File: src/rtl/hazard_pkg.sv
// Shared encodings for the hazard unit: result sources, stage shadow record, forwarding select codes.
package hazard_pkg;

    typedef enum logic [1:0] {
        RES_ALU = 2'd0,
        RES_PC8 = 2'd1,
        RES_MEM = 2'd2,
        RES_MD  = 2'd3
    } res_src_t;

    typedef struct packed {
        logic [4:0] wa;
        logic [1:0] tnew;
        res_src_t   res;
    } stage_t;

    localparam logic [2:0] SEL_D_GRF  = 3'd0;
    localparam logic [2:0] SEL_D_PCE8 = 3'd1;
    localparam logic [2:0] SEL_D_PCM8 = 3'd2;
    localparam logic [2:0] SEL_D_ALUM = 3'd3;
    localparam logic [2:0] SEL_D_PCW8 = 3'd4;
    localparam logic [2:0] SEL_D_WDW  = 3'd5;
    localparam logic [2:0] SEL_D_MDE  = 3'd6;
    localparam logic [2:0] SEL_D_MDM  = 3'd7;

    localparam logic [2:0] SEL_E_PIPE = 3'd0;
    localparam logic [2:0] SEL_E_PCM8 = 3'd1;
    localparam logic [2:0] SEL_E_ALUM = 3'd2;
    localparam logic [2:0] SEL_E_PCW8 = 3'd3;
    localparam logic [2:0] SEL_E_WDW  = 3'd4;
    localparam logic [2:0] SEL_E_MDM  = 3'd5;

    localparam logic [2:0] SEL_M_PIPE = 3'd0;
    localparam logic [2:0] SEL_M_PCW8 = 3'd1;
    localparam logic [2:0] SEL_M_WDW  = 3'd2;

    function automatic logic [1:0] tnew_dec(input logic [1:0] t);
        return (t == 2'd0) ? 2'd0 : t - 2'd1;
    endfunction

endpackage

File: src/rtl/md_busy_tracker.sv
// Mult/div occupancy counter: loads the op latency when a mult/div sits in E, counts down to 0.
// busy is registered (count != 0); a new start reloads the counter even mid-count.
module md_busy_tracker #(
    parameter int MULT_CYCLES = 5,
    parameter int DIV_CYCLES  = 10
) (
    input  logic clk,
    input  logic reset_n,
    input  logic start,
    input  logic div,
    output logic busy
);

    localparam int MAX_CYCLES = (MULT_CYCLES > DIV_CYCLES) ? MULT_CYCLES : DIV_CYCLES;
    localparam int CW         = $clog2(MAX_CYCLES + 1);

    logic [CW-1:0] count;

    always_ff @(posedge clk or negedge reset_n) begin
        if (!reset_n) begin
            count <= '0;
        end else if (start) begin
            count <= div ? CW'(DIV_CYCLES) : CW'(MULT_CYCLES);
        end else if (count != '0) begin
            count <= count - CW'(1);
        end
    end

    assign busy = (count != '0);

endmodule

File: src/rtl/hazard_ctrl.sv
// Stall/forwarding control for a 5-stage pipeline, combinational outputs from E/M/W shadow state.
// Mult/div tracking is compiled in only when HAZARD_MD_EN is defined.
module hazard_ctrl
    import hazard_pkg::*;
#(
    parameter int MULT_CYCLES = 5,
    parameter int DIV_CYCLES  = 10
) (
    input  logic       clk,
    input  logic       reset_n,
    input  logic [4:0] rs_D,
    input  logic [4:0] rt_D,
    input  logic [1:0] tuseRs_D,
    input  logic [1:0] tuseRt_D,
    input  logic [4:0] wa_D,
    input  logic [1:0] tnew_D,
    input  logic [1:0] resSrc_D,
    input  logic       mdStart_D,
    input  logic       mdDiv_D,
    input  logic       mdUse_D,
    output logic       stall,
    output logic [2:0] selRsD,
    output logic [2:0] selRtD,
    output logic [2:0] selRsE,
    output logic [2:0] selRtE,
    output logic [2:0] selRtM,
    output logic       mdBusy
);

`ifdef HAZARD_MD_EN
    localparam bit MD_EN = 1'b1;
`else
    localparam bit MD_EN = 1'b0;
`endif

    stage_t     st_e, st_m, st_w;
    logic [4:0] rs_e, rt_e, rt_m;
    logic       md_stall;

    // The youngest stage writing the register decides; if its value is not yet
    // forwardable the select stays 0 rather than falling back to a stale older copy.
    function automatic logic [2:0] d_code(input logic [4:0] r, input stage_t e, input stage_t m,
                                          input stage_t w);
        logic [2:0] code;
        code = SEL_D_GRF;
        if (r == 5'd0) begin
            code = SEL_D_GRF;
        end else if (r == e.wa) begin
            if (e.tnew == 2'd0 && e.res == RES_PC8)       code = SEL_D_PCE8;
            else if (MD_EN && e.tnew == 2'd0 && e.res == RES_MD) code = SEL_D_MDE;
        end else if (r == m.wa) begin
            if (m.tnew == 2'd0) begin
                case (m.res)
                    RES_ALU: code = SEL_D_ALUM;
                    RES_PC8: code = SEL_D_PCM8;
                    RES_MD:  code = MD_EN ? SEL_D_MDM : SEL_D_GRF;
                    default: code = SEL_D_GRF;
                endcase
            end
        end else if (r == w.wa) begin
            if (w.tnew == 2'd0) code = (w.res == RES_PC8) ? SEL_D_PCW8 : SEL_D_WDW;
        end
        return code;
    endfunction

    function automatic logic [2:0] e_code(input logic [4:0] r, input stage_t m, input stage_t w);
        logic [2:0] code;
        code = SEL_E_PIPE;
        if (r == 5'd0) begin
            code = SEL_E_PIPE;
        end else if (r == m.wa) begin
            if (m.tnew == 2'd0) begin
                case (m.res)
                    RES_ALU: code = SEL_E_ALUM;
                    RES_PC8: code = SEL_E_PCM8;
                    RES_MD:  code = MD_EN ? SEL_E_MDM : SEL_E_PIPE;
                    default: code = SEL_E_PIPE;
                endcase
            end
        end else if (r == w.wa) begin
            if (w.tnew == 2'd0) code = (w.res == RES_PC8) ? SEL_E_PCW8 : SEL_E_WDW;
        end
        return code;
    endfunction

    function automatic logic [2:0] m_code(input logic [4:0] r, input stage_t w);
        logic [2:0] code;
        code = SEL_M_PIPE;
        if (r != 5'd0 && r == w.wa && w.tnew == 2'd0)
            code = (w.res == RES_PC8) ? SEL_M_PCW8 : SEL_M_WDW;
        return code;
    endfunction

    function automatic logic src_stall(input logic [4:0] r, input logic [1:0] tuse,
                                       input stage_t e, input stage_t m);
        return (r != 5'd0) && (tuse != 2'd3) &&
               (((r == e.wa) && (tuse < e.tnew)) || ((r == m.wa) && (tuse < m.tnew)));
    endfunction

    always_comb begin
        stall  = src_stall(rs_D, tuseRs_D, st_e, st_m) |
                 src_stall(rt_D, tuseRt_D, st_e, st_m) | md_stall;
        selRsD = d_code(rs_D, st_e, st_m, st_w);
        selRtD = d_code(rt_D, st_e, st_m, st_w);
        selRsE = e_code(rs_e, st_m, st_w);
        selRtE = e_code(rt_e, st_m, st_w);
        selRtM = m_code(rt_m, st_w);
    end

    always_ff @(posedge clk or negedge reset_n) begin
        if (!reset_n) begin
            st_e <= '0;
            st_m <= '0;
            st_w <= '0;
            rs_e <= '0;
            rt_e <= '0;
            rt_m <= '0;
        end else begin
            if (stall) begin
                st_e <= '0;
                rs_e <= '0;
                rt_e <= '0;
            end else begin
                st_e <= '{wa: wa_D, tnew: tnew_D, res: res_src_t'(resSrc_D)};
                rs_e <= rs_D;
                rt_e <= rt_D;
            end
            st_m <= '{wa: st_e.wa, tnew: tnew_dec(st_e.tnew), res: st_e.res};
            rt_m <= rt_e;
            st_w <= '{wa: st_m.wa, tnew: tnew_dec(st_m.tnew), res: st_m.res};
        end
    end

`ifdef HAZARD_MD_EN
    logic md_start_e, md_div_e;

    always_ff @(posedge clk or negedge reset_n) begin
        if (!reset_n) begin
            md_start_e <= 1'b0;
            md_div_e   <= 1'b0;
        end else begin
            md_start_e <= mdStart_D & ~stall;
            md_div_e   <= mdDiv_D;
        end
    end

    md_busy_tracker #(
        .MULT_CYCLES (MULT_CYCLES),
        .DIV_CYCLES  (DIV_CYCLES)
    ) u_md_busy (
        .clk     (clk),
        .reset_n (reset_n),
        .start   (md_start_e),
        .div     (md_div_e),
        .busy    (mdBusy)
    );

    // HI/LO readers wait for the unit, including the cycle the op itself sits in E.
    assign md_stall = mdUse_D & (mdBusy | md_start_e);
`else
    localparam int unused_md_cycles = MULT_CYCLES + DIV_CYCLES;
    logic unused_md_in;
    assign unused_md_in = ^{mdStart_D, mdDiv_D, mdUse_D};
    assign mdBusy       = 1'b0;
    assign md_stall     = 1'b0;
`endif

endmodule

File: config.mk
export PLATFORM = sky130hd
export DESIGN_NAME = hazard_ctrl
export DESIGN_NICKNAME = d
export VERILOG_FILES = /design/src/rtl/hazard_pkg.sv /design/src/rtl/md_busy_tracker.sv /design/src/rtl/hazard_ctrl.sv
export SDC_FILE = /design/constraint.sdc
export NUM_CORES = 1
export LEC_CHECK = 0
export ABC_AREA = 1
export BUFFER_PORTS_ARGS = -buffer_cell sky130_fd_sc_hd__buf_2
export CORE_UTILIZATION = 58
export CTS_BUF_LIST = sky130_fd_sc_hd__clkbuf_4 sky130_fd_sc_hd__clkbuf_8
export CTS_CLUSTER_SIZE = 30
export DETAILED_ROUTE_END_ITERATION = 6
export GPL_ROUTABILITY_DRIVEN = 1
export PLACE_DENSITY = 0.85
export SYNTH_ARGS = -nofsm -noshare
export SYNTH_HDL_FRONTEND = slang
export SYNTH_SLANG_ARGS = --single-unit
File: constraint.sdc
create_clock -name clk -period 1.91 [get_ports clk]
set_clock_uncertainty 0.1 [all_clocks]
set_input_delay 0 -clock clk [delete_from_list [all_inputs] [get_ports clk]]
set_output_delay 0 -clock clk [all_outputs]
set_load 0.005 [all_outputs]
==> results.yml <==
synth:
  synth_compound_area_frac: 0.0362
  synthCells: 345
  yosysTopAreaCellShare: 0.422
  synthTopCellsByArea: "dfrtp_1 (42%), nand2_1 (13%), nor2_1 (8.6%)"
  synth_top_family_by_area: "simple AND/OR/NAND/NOR gates"
  synth_simple_gate_area_frac: 0.328
  synth_enable_flop_cells: 0
  number_of_flip_flops_and_latches_in_the_synthesized_netlist: 42
  yosys_warnings: 0
  synth_adder_area_share: 0.0201
  synth_largest_area_cell: "dfrtp_1"
  netlist-cell-type-count: 25
  post_synth_mux_area_share: 0
  ys_seq_area_frac: 0.422
  ys.flop_type: "dfrtp_1"
  synth.most_common_cell: "nand2_1"
  netlist_top_cells_count: "nand2_1 (86), nor2_1 (57), inv_1 (54)"
  syn_area_per_cell_um2: 7.22
  synth_async_sr_flop_share: 1.00
  synth_xor_xnor_area_share: 0.0844
  post_synth_instance_area_mm2: 0.00249
die:
  chipHeight_um: 67.5
  floorplan.rows: 23
  die-width_um: 67.5
  die-area_mm2: 0.00456
  initial_standard_cell_utilization_of_the_core: 0.614
  placeableCoreArea_mm2: 0.00406
  design.portCount: 45
pwr:
  power.leakage_nw: 1.70
  pwr_density_cell_mw_per_mm2: 705
  share_clk_of_total_power: 0.278
  share_seq_of_total_power: 0.480
  ir_drop_mv: 0.513
  swShare: 0.326
  power.internal_mw: 1.48
  net-switching-power_mw: 0.716
  power_frac_comb: 0.243
  post-layout-total-power_mw: 2.20
critical_path:
  critical_path_capture_point_type: "primary output"
  worst-path-max-fanout: 5
  type_of_the_worst_setup_path: "reg -> out"
  worstPathCellList: "inv_1 > nand2_1 > nand2_1 > nor2_1 > nand3_2 > nand2_2 > nor2_1 > nor2_1 > nor2_1 > buf_2"
  critical_path.startpoint_type: "flop"
  max_stage_delay_ns: 0.41
  worst-path-buf-inv: 2
  crit_arrival_ns: 1.70
  critPathTopFamily: "simple AND/OR/NAND/NOR gates"
  crit_required_ns: 1.81
  cell_repeated_most_along_the_worst_path: "nor2_1"
  worst_path_max_delay_cell: "dfrtp_2"
timing:
  finalCriticalPeriod_ns: 1.80
  setup_viol: 0
  clock.fmax_mhz: 555
  setup_repair_after_global_routing_missed_its_margin: "yes"
  fin_ws_ns: 0.108
  setup-tns-final_ns: 0
  timing_hold_violations_final: 0
  holdWs_ns: 0.0268
  period_utilization_post_route: 0.943
  drv_slew: 0
finish:
  final_nets: 442
  drive_gt1_frac: 0.200
  antenna_cells_inserted: 0
  layoutNonFillerInstCount: 461
  areaGrowthSynthToFinish_pct: 25.2
  layout.filler_cells: 271
status:
  run_status: "finished clean"
drt:
  drt_first_pass_iters: 5
  total_wirelength_um: 6440
  vias: 2506
  post_drt_via_cell_ratio: 5.44
  drt_drc: 0
  route.antenna.remaining_nets: 0
  drt_first_iter_violations: 256
  drt-wirelength-per-cell_um: 14.0
cts:
  ctsHtreeMaxLevel: 2
  ctsLongestPathBuffers: 2
  clock_root_buffer: "clkbuf_8"
  cts_tree: "yes"
  clk_transition_reported_paths_ns: 0.08
  clock_sinks: 42
  insertion_delay_ns: 0.30
  cts-buffers-inserted: 5
place:
  dp_worst_setup_slack_ns: 0.248
  place_congestion: 0.971
  half_perimeter_wire_length_after_detailed_placement_um: 4620
  place.port_buffers: 39
  post_place_cells: 430
global_routing:
  aggregate_global_routing_overflow: 0
  grt_pass1_vias: 2306
  grt_first_pass_wirelength_um: 10100
  pin_count_of_the_biggest_net_entering_global_routing: 16
  grt_antenna_before_repair: 0
  tot_gr_track_use: 0.310
run:
  drv_cap: 0
min_path:
  hold_path_class: "in -> async"
-- cell usage in the layout, fill, tap and decap left out, drive strengths merged, types with 3 or more instances in the layout --
cell	synthesis	routed
nand2	87	87
dfrtp	42	42
xnor2	13	13
xor2	11	11
a21oi	10	10
nand3	15	15
o21ai	4	4
buf	5	46
ha	4	4
or2	3	3
nor3	13	13
nor2	60	60
dlygate4sd3	0	20
nand4	14	14
inv	55	55
clkbuf	4	6
-- cell families (layout without fill, tap and decap cells) --
family | count (synthesis) | count (layout)
other | 1 | 2
XOR/XNOR | 24 | 24
buffers and inverters | 64 | 129
adder cells (fa/ha/maj) | 4 | 4
AO/OA/AOI/OAI | 17 | 17
flip-flops | 42 | 42
AND/OR/NAND/NOR | 193 | 193
-- power groups by stage --
stage | registers, mW | clock network, mW | logic [mW]
after floorplan | 1.03 | 0 | 0.327
after global placement | 1.06 | 0 | 0.436
after detailed placement | 1.07 | 0 | 0.453
after CTS | 1.05 | 0.619 | 0.492
after global routing | 1.06 | 0.656 | 0.595
final | 1.05 | 0.610 | 0.533
-- cell type report --
| class | count | area [um2] | share of cell area |
|---|---|---|---|
| Multi-Input combinational cell | 240 | 1220 | 0.392 |
| Sequential cell | 42 | 1060 | 0.339 |
| Timing Repair Buffer | 66 | 473 | 0.152 |
| Inverter | 55 | 206 | 0.0662 |
| Clock buffer | 6 | 82.6 | 0.0265 |
| Tap cell | 50 | 62.6 | 0.0201 |
| Clock inverter | 2 | 12.5 | 0.00401 |
-- per-stage QoR --
stage / area [um2] / utilization
final: 3120 / 0.768
after global routing: 3120 / 0.768
after CTS: 3030 / 0.748
after detailed placement: 2730 / 0.673
after global placement: 2730 / 0.673
after floorplan: 2490 / -
-- repair_timing --
item | 4_1_cts | 5_1_grt
endpoints found under the setup margin | 1 | 12
hold buffers | 20 | 0
gates resized for setup | 2 | 22
setup buffers | 1 | 3
pin swaps | 0 | 4
endpoints found under the hold margin | 61 | 0
-- worst paths after layout --
check                                        from                end  slack, ns  cells after the start
worst max-delay path            st_m[7]$_DFF_PN0_          selRsD[0]       0.11                     10
worst min-delay path                      reset_n  rt_m[0]$_DFF_PN0_       0.03                      2
worst max register to register  st_m[3]$_DFF_PN0_  st_e[8]$_DFF_PN0_       0.13                     10
worst min register to register  st_m[0]$_DFF_PN0_  st_w[0]$_DFF_PN0_       0.28                      0
max in group asynchronous                 reset_n  st_m[5]$_DFF_PN0_       1.14                      3
min in group clk                      tuseRt_D[0]  st_e[2]$_DFF_PN0_       0.12                      7
-- routing by layer --
metal,track usage,up-vias,part of all wire,wire length (um)
met1,0.381,1183,0.40,2560
li1,-,1190,-,-
met4,0.157,0,0.028,183
met2,0.509,111,0.51,3280
met3,0.0676,22,0.066,422
met5,0,-,0,0
-- flip-flops by register name, indices dropped and copies added (netlist names) --
signal / count
st_e: 9
st_m: 9
st_w: 9
rs_e: 5
rt_e: 5
rt_m: 5
No activity file was read; power rests on OpenSTA's default activity.
